--- src/rtl/if_stage.sv ---
// rtl/if_stage.sv - instruction fetch stage: one-outstanding imem handshake, skid slot, redirect, opcode predecode
// Optional IF_MISALIGN_EXC_EN: misaligned redirect reports fetch_misalign instead of fetching.
module if_stage #(
    parameter logic [31:0] RESET_PC = 32'h0000_0000
) (
    input  logic        clk,
    input  logic        rst,
    output logic        imem_req,
    output logic [31:0] imem_addr,
    input  logic        imem_ack,
    input  logic        imem_rvalid,
    input  logic [31:0] imem_rdata,
    input  logic        stall,
    input  logic        redirect,
    input  logic [31:0] redirect_pc,
    output logic [31:0] pc,
    output logic [31:0] inst,
    output logic [31:0] inst_enable,
`ifdef IF_MISALIGN_EXC_EN
    output logic        fetch_misalign,
`endif
    output logic        inst_valid
);

    localparam logic [31:0] NOP = 32'h0000_0013;

    typedef enum logic [1:0] {
        S_REQ  = 2'd0,
        S_WAIT = 2'd1,
        S_HOLD = 2'd2
    } state_t;

    function automatic logic [31:0] predecode(input logic [31:0] w);
        if (w[1:0] == 2'b11) begin
            return ~(32'h0000_0001 << w[6:2]);
        end
        return 32'hFFFF_FFFF;
    endfunction

    state_t      state_q, state_d;
    logic [31:0] fetch_pc_q, fetch_pc_d;
    logic [31:0] req_pc_q, req_pc_d;
    logic        kill_q, kill_d;
    logic [31:0] pc_q, pc_d;
    logic [31:0] inst_q, inst_d;
    logic [31:0] inst_en_q, inst_en_d;
    logic        valid_q, valid_d;
    logic [31:0] skid_pc_q, skid_pc_d;
    logic [31:0] skid_inst_q, skid_inst_d;
    logic        accept;
    logic        slot_free;
    logic [31:0] redirect_tgt;
    logic        gate_req;

`ifdef IF_MISALIGN_EXC_EN
    logic misalign_q, misalign_d;
    logic bad_target;
    assign bad_target     = (redirect_pc[1:0] != 2'b00);
    assign redirect_tgt   = redirect_pc;
    assign gate_req       = misalign_q;
    assign fetch_misalign = misalign_q;
`else
    logic unused_redirect_lo;
    assign unused_redirect_lo = ^redirect_pc[1:0];
    assign redirect_tgt       = {redirect_pc[31:2], 2'b00};
    assign gate_req           = 1'b0;
`endif

    assign imem_req    = (state_q == S_REQ) && !gate_req;
    assign imem_addr   = fetch_pc_q;
    assign accept      = imem_req && imem_ack;
    assign slot_free   = !valid_q || !stall;

    assign pc          = pc_q;
    assign inst        = inst_q;
    assign inst_enable = inst_en_q;
    assign inst_valid  = valid_q;

    always_comb begin
        state_d     = state_q;
        fetch_pc_d  = fetch_pc_q;
        req_pc_d    = req_pc_q;
        kill_d      = kill_q;
        pc_d        = pc_q;
        inst_d      = inst_q;
        inst_en_d   = inst_en_q;
        valid_d     = valid_q;
        skid_pc_d   = skid_pc_q;
        skid_inst_d = skid_inst_q;
`ifdef IF_MISALIGN_EXC_EN
        misalign_d  = misalign_q;
`endif

        if (redirect) begin
            // Redirect kills whatever is in flight; the memory response still has to be drained.
            fetch_pc_d = redirect_tgt;
            valid_d    = 1'b0;
            unique case (state_q)
                S_REQ: begin
                    kill_d  = accept;
                    state_d = accept ? S_WAIT : S_REQ;
                end
                S_WAIT: begin
                    kill_d  = !imem_rvalid;
                    state_d = imem_rvalid ? S_REQ : S_WAIT;
                end
                default: begin
                    kill_d  = 1'b0;
                    state_d = S_REQ;
                end
            endcase
`ifdef IF_MISALIGN_EXC_EN
            misalign_d = bad_target;
            if (bad_target) begin
                valid_d   = 1'b1;
                pc_d      = redirect_pc;
                inst_d    = NOP;
                inst_en_d = predecode(NOP);
            end
`endif
        end else begin
            if (valid_q && !stall) begin
                valid_d = 1'b0;
            end
            unique case (state_q)
                S_REQ: begin
                    if (accept) begin
                        req_pc_d   = fetch_pc_q;
                        fetch_pc_d = fetch_pc_q + 32'd4;
                        state_d    = S_WAIT;
                    end
                end
                S_WAIT: begin
                    if (imem_rvalid) begin
                        state_d = S_REQ;
                        if (kill_q) begin
                            kill_d = 1'b0;
                        end else if (slot_free) begin
                            pc_d      = req_pc_q;
                            inst_d    = imem_rdata;
                            inst_en_d = predecode(imem_rdata);
                            valid_d   = 1'b1;
                        end else begin
                            skid_pc_d   = req_pc_q;
                            skid_inst_d = imem_rdata;
                            state_d     = S_HOLD;
                        end
                    end
                end
                default: begin
                    if (!stall) begin
                        pc_d      = skid_pc_q;
                        inst_d    = skid_inst_q;
                        inst_en_d = predecode(skid_inst_q);
                        valid_d   = 1'b1;
                        state_d   = S_REQ;
                    end
                end
            endcase
        end
    end

    always_ff @(posedge clk) begin
        if (rst) begin
            state_q     <= S_REQ;
            fetch_pc_q  <= RESET_PC;
            req_pc_q    <= RESET_PC;
            kill_q      <= 1'b0;
            pc_q        <= RESET_PC;
            inst_q      <= NOP;
            inst_en_q   <= 32'hFFFF_FFEF;
            valid_q     <= 1'b0;
            skid_pc_q   <= 32'h0000_0000;
            skid_inst_q <= 32'h0000_0000;
`ifdef IF_MISALIGN_EXC_EN
            misalign_q  <= 1'b0;
`endif
        end else begin
            state_q     <= state_d;
            fetch_pc_q  <= fetch_pc_d;
            req_pc_q    <= req_pc_d;
            kill_q      <= kill_d;
            pc_q        <= pc_d;
            inst_q      <= inst_d;
            inst_en_q   <= inst_en_d;
            valid_q     <= valid_d;
            skid_pc_q   <= skid_pc_d;
            skid_inst_q <= skid_inst_d;
`ifdef IF_MISALIGN_EXC_EN
            misalign_q  <= misalign_d;
`endif
        end
    end

endmodule

--- config.mk ---
export PLATFORM = sky130hd
export DESIGN_NAME = if_stage
export DESIGN_NICKNAME = d
export VERILOG_FILES = /design/src/rtl/if_stage.sv
export SDC_FILE = /design/constraint.sdc
export NUM_CORES = 1
export LEC_CHECK = 0
export BUFFER_PORTS_ARGS = -buffer_cell sky130_fd_sc_hd__buf_2
export CORE_MARGIN = 2
export CORE_UTILIZATION = 50
export CTS_CLUSTER_SIZE = 10
export DETAILED_ROUTE_END_ITERATION = 8
export MAX_ROUTING_LAYER = met4
export PLACE_DENSITY = 0.73
export RECOVER_POWER = 50
export SETUP_SLACK_MARGIN = 0.4
export SLEW_MARGIN = 20
export SYNTH_ARGS = -nofsm -noshare
export SYNTH_HDL_FRONTEND = slang
export SYNTH_SLANG_ARGS = --single-unit
export TNS_END_PERCENT = 20
--- constraint.sdc ---
create_clock -name clk -period 4.33 [get_ports clk]
set_clock_uncertainty 0.2 [all_clocks]
set_input_delay 0.433 -clock clk [delete_from_list [all_inputs] [get_ports clk]]
set_output_delay 0.433 -clock clk [all_outputs]
set_load 0.01 [all_outputs]
-- Yosys cells after proc, flatten, opt, wreduce, memory -nomap -nowiden
Cells that the tools add are included.
- register bits: 228
- bits in latches: 0
- memory bits (writable): 0
- ROM bits: 0
- input port bits: 70
- output and inout bits: 130
- logic and storage cells: 102
- memories: 0
- add/sub/neg operators: 1
- $mul: 0
- divide/modulo/power cells: 0
- $lt $le $gt $ge: 0
- equal/unequal tests: 10
- shift-type cells: 2
- mux-type cells: 52
- bitwise operators: 6
- reduce and logical (&&, ||, !) cells: 20
- operators by type and width (operator ; number):
    32-bit two-way mux ; 19
    32-bit case mux with 2 select lines ; 3
    32-bit NOT ; 2
    1-bit by 5-bit << shifter with 32-bit output, first input constant ; 2
    32-bit by 3-bit adder with 32-bit output, second input constant ; 1
    1-bit two-way mux ; 20
    2-bit two-way mux ; 6
    2-bit nonzero test ; 4
    2-bit inequality test, second input constant ; 3
    1-bit case mux with 2 select lines ; 3
    2-bit AND reduction ; 3
    3-bit AND reduction ; 2
    6-bit AND reduction ; 1
    5-bit AND reduction ; 1
    2-bit == test, second input constant ; 2
    4-bit by 2-bit inequality test with 1-bit output, second input constant ; 1
    1-bit NOT ; 4
    2-bit case mux with 2 select lines ; 1
    2-bit OR reduction ; 2
    1-bit zero test ; 3
    3-bit by 1-bit inequality test with 1-bit output, second input constant ; 1
    3-bit inequality test, second input constant ; 1
    2-bit by 1-bit == test with 1-bit output, second input constant ; 1
    1-bit logical AND ; 2
    3 further kinds ; 3

-- Longest topological paths before layout
- depth after elaboration: 12
- mapped depth: 8
- gate-level depth less buffers: 5

-- Least setup slack after synthesis
No wires, ideal clock.
- path kind: input port to flip-flop
- start: in imem_ack
- end: reg fetch_pc_q[23] (netlist: imem_addr[23])
- library setup time: 0.091 ns
- arrival: 2.240 ns
- required time: 4.039 ns
- path slack: 1.799 ns
- cell stages on the path: 6
- buffers on the path: 2
- cells stage by stage: or3b_1 -> buf_2 -> or4_1 -> clkbuf_2 -> or4_1 -> a311oi_1
- longest elaborated chain between the ends: 3
- ends and longest elaborated chain (what ; RTL line ; text):
    from (decl) ; 10 ; input logic imem_ack,
    1-bit logical AND ; 71 ; assign accept = imem_req && imem_ack;
    2-bit nonzero test (no line) ; - ;
    2-bit AND reduction (no line) ; - ;
    to (signal assigned) ; 180 ; fetch_pc_q <= fetch_pc_d;
    to (decl) ; 41 ; logic [31:0] fetch_pc_q, fetch_pc_d;
No other way between the ends.
A chain may end at the register's enable or synchronous reset.

-- Worst setup path after layout
- start: reg state_q[0]
- end: reg skid_pc_q[23]
- longest elaborated chain between the ends: 2
- ends and longest elaborated chain (what ; RTL line ; text):
    from (decl) ; 40 ; state_t state_q, state_d;
    from (signal assigned) ; 179 ; state_q <= state_d;
    2-bit by 1-bit == test with 1-bit output ; 125 ; unique case (state_q)
    5-bit AND reduction (no line) ; - ;
    to (signal assigned) ; 187 ; skid_pc_q <= skid_pc_d;
    to (decl) ; 48 ; logic [31:0] skid_pc_q, skid_pc_d;
No other way between the ends.

==> run metrics <==
ANT nets after route 0; Fmax 317 MHz; Reg clk slew, reported paths 60 ps; asr flop ratio synth 0%; Starting Density 50.5%; CP Capture Type register; die area 19900 um2; final cycle utilization of the critical path 72.8%; Synth Warn # 0; drt initial violations 849; most frequent cells in the layout nand2_1 (332), dfxtp_1 (220), clkbuf_1 (129), a21oi_1 (117), nor2_1 (92); RSZ-0062 raised after global routing false; WP data required 4540 ps; routed vias/inst 5.80; EDFF count, synth 0; Worst Max-Slew Pin Slew 2010 ps; Crit Path Class register to register; top cells by area, synth dfxtp_1 (47%), nand2_1 (13%), a21oi_1 (6.2%), a311oi_1 (6.2%), clkbuf_1 (4.0%); Clock Power Share 42.5%; max cap viols 1; largest area contributor in the netlist dfxtp_1; #FFs+latches synth 220; die height 141 um; sw frac 24.5%; final net count 1441; Port Buf Inserts 193; Net Switching 1.10 mW; postcts setup bufs 0; Unique masters post-synth 56; failing checks capacitance limit, slew limit; first-pass GRT wire length 42000 um; Comb power frac 9.0%; number of remaining DRC errors 0; die width 141 um; post-CTS sizing 0; H-tree Lvls 1; total grt overflow 0; Placer Congestion 0.946; post-synthesis cell area 9380 um2; top cell type's share of synthesized area 47.0%; worst hold path class input pin to register; Min Clock Period, post-route 3150 ps; WL final 26200 um; CTS tree done; largest net degree at the start of global routing 120; DR vias 9317; vias in the first global route 8395; Setup WS post-layout 1180 ps; most common cell after layout, fill and taps aside nand2_1; clk root buf clkbuf_16; DP Wirelength 16000 um; Startpoint Class register; setup TNS 0 ps; LEAKAGE 3.73 nW; GRT Total Usage 26.1%; total CTS buffers 26; share of layout cells above drive strength 1 8.59%; WL per Instance 16.3 um; Slew HR -33.8%; core area 18600 um2; worst skew pair latency 510 ps; Most used DFF post-synth dfxtp_1; worst reg2reg setup slack 1180 ps; worst-path fanout max 47; Synth Instances 1195; Clock Path Buffers 3; cell row count 50; status finished with violations; Area Overhead vs Synth 21.7%; VDD IR max 0.269 mV; Finish-stage setup viols 0; Worst Path Arrival 3360 ps; pwr dens 392 nW/um2; clk sink count 220; Flop pwr share 48.5%; DRT Pass-1 Iters 6; Place WS 1180 ps; IO Count 200; antenna violations before repair 0; internal power component 3.37 mW; Final Hold Fails 0; Slew Viols, Final 100; Seq/Total Area, Yosys 47.0%; average size of a mapped cell 7.85 um2; ant diodes 0
[synthesized netlist by cell type, types with 7 or more instances]
library cell and instances:
o22ai_1 16, and3_1 8, a211oi_1 11, dfxtp_1 220, inv_1 8, xnor2_1 7
nor3_1 11, nand4_1 12, o31ai_1 7, a221oi_1 15, or4_1 13, clkbuf_1 100
a311oi_1 66, nor2_1 93, nand3_1 22, a21oi_1 117, a211o_1 15, o21ai_0 24
nand2_1 332, nor4_1 15
[power groups by stage]
stage                     Clock, mW  Sequential (mW)  Combinational, mW
after global placement            0             2.21              0.373
after detailed placement          0             2.21              0.378
after CTS                      1.93             2.16              0.414
final                          1.90             2.17              0.402
after floorplan                   0             2.21              0.218
after global routing           2.01             2.18              0.443
[registers in the layout, indices dropped and copies added (netlist names)]
register and count:
state_q 2, req_pc_q 30, skid_pc_q 30, inst 32, kill_q 1, pc 30
imem_addr 30, skid_inst_q 32, inst_enable 32, inst_valid 1
[final timing paths]
path	start	to	cells after the start
max	state_q[0]$_SDFFE_PP0P_	skid_pc_q[23]$_SDFFE_PP0P_	6
min	redirect_pc[5]	imem_addr[5]$_SDFFE_PP0P_	3
max reg2reg	state_q[0]$_SDFFE_PP0P_	skid_pc_q[23]$_SDFFE_PP0P_	6
min reg2reg	skid_pc_q[11]$_SDFFE_PP0P_	skid_pc_q[11]$_SDFFE_PP0P_	2
[area by class of cell]
| class | count | area [um2] |
|---|---|---|
| clock buffer | 30 | 707 |
| multi-input combinational | 859 | 4540 |
| timing repair buffer | 255 | 1430 |
| tap | 234 | 293 |
| fill | 1697 | 7170 |
| clock inverter | 1 | 7.51 |
| inverter | 8 | 30.0 |
| sequential | 220 | 4400 |
[routing by layer]
metal | track usage (%) | routed length, um | vias up
met4 | 7.53 | 600 | 0
met2 | 39.8 | 11800 | 366
met3 | 4.38 | 1840 | 54
met1 | 35.9 | 12000 | 4336
met5 | - | 0 | -
li1 | - | - | 4561
[metrics by stage]
| step | std cells | power (mW) | hold WS, ps | util (%) | cell area (um2) |
|---|---|---|---|---|---|
| 3_3_place_gp | 1525 | 2.58 | 241 | 55.6 | 10300 |
| 6_report | 1607 | 4.47 | 16.6 | 61.4 | 11400 |
| 5_1_grt | 1607 | 4.63 | 23.8 | 61.4 | 11400 |
| 2_1_floorplan | 1198 | 2.43 | 237 | - | 9390 |
| 4_1_cts | 1606 | 4.51 | 0.215 | 62.1 | 11500 |
| 3_5_place_dp | 1525 | 2.58 | 246 | 55.6 | 10300 |
[timing repair]
item,4_1_cts,5_1_grt
endpoints found under the setup margin,0,0
hold buffers,50,0
hold endpoints to repair,75,0
[logic make-up (layout without fill, tap and decap cells)]
| group | count (synthesis) | after routing | synth area share [%] |
|---|---|---|---|
| flip-flops | 220 | 220 | 47.0 |
| AO/OA/AOI/OAI | 292 | 292 | 20.9 |
| buffers and inverters | 119 | 294 | 5.12 |
| adder cells (fa/ha/maj) | 1 | 1 | 0.133 |
| AND/OR/NAND/NOR | 550 | 550 | 25.7 |
| multiplexers | 2 | 2 | 0.214 |
| other | 1 | 4 | 0.0400 |
| XOR/XNOR | 10 | 10 | 0.934 |
[critical path: stages (launching register included)]
cell and delay [ps]:
dfxtp_1 530, nor2b_4 610, buf_4 570, and3_2 610
buf_12 280, nand2_1 80, a21oi_1 120
(Power assumes the default switching activity.)
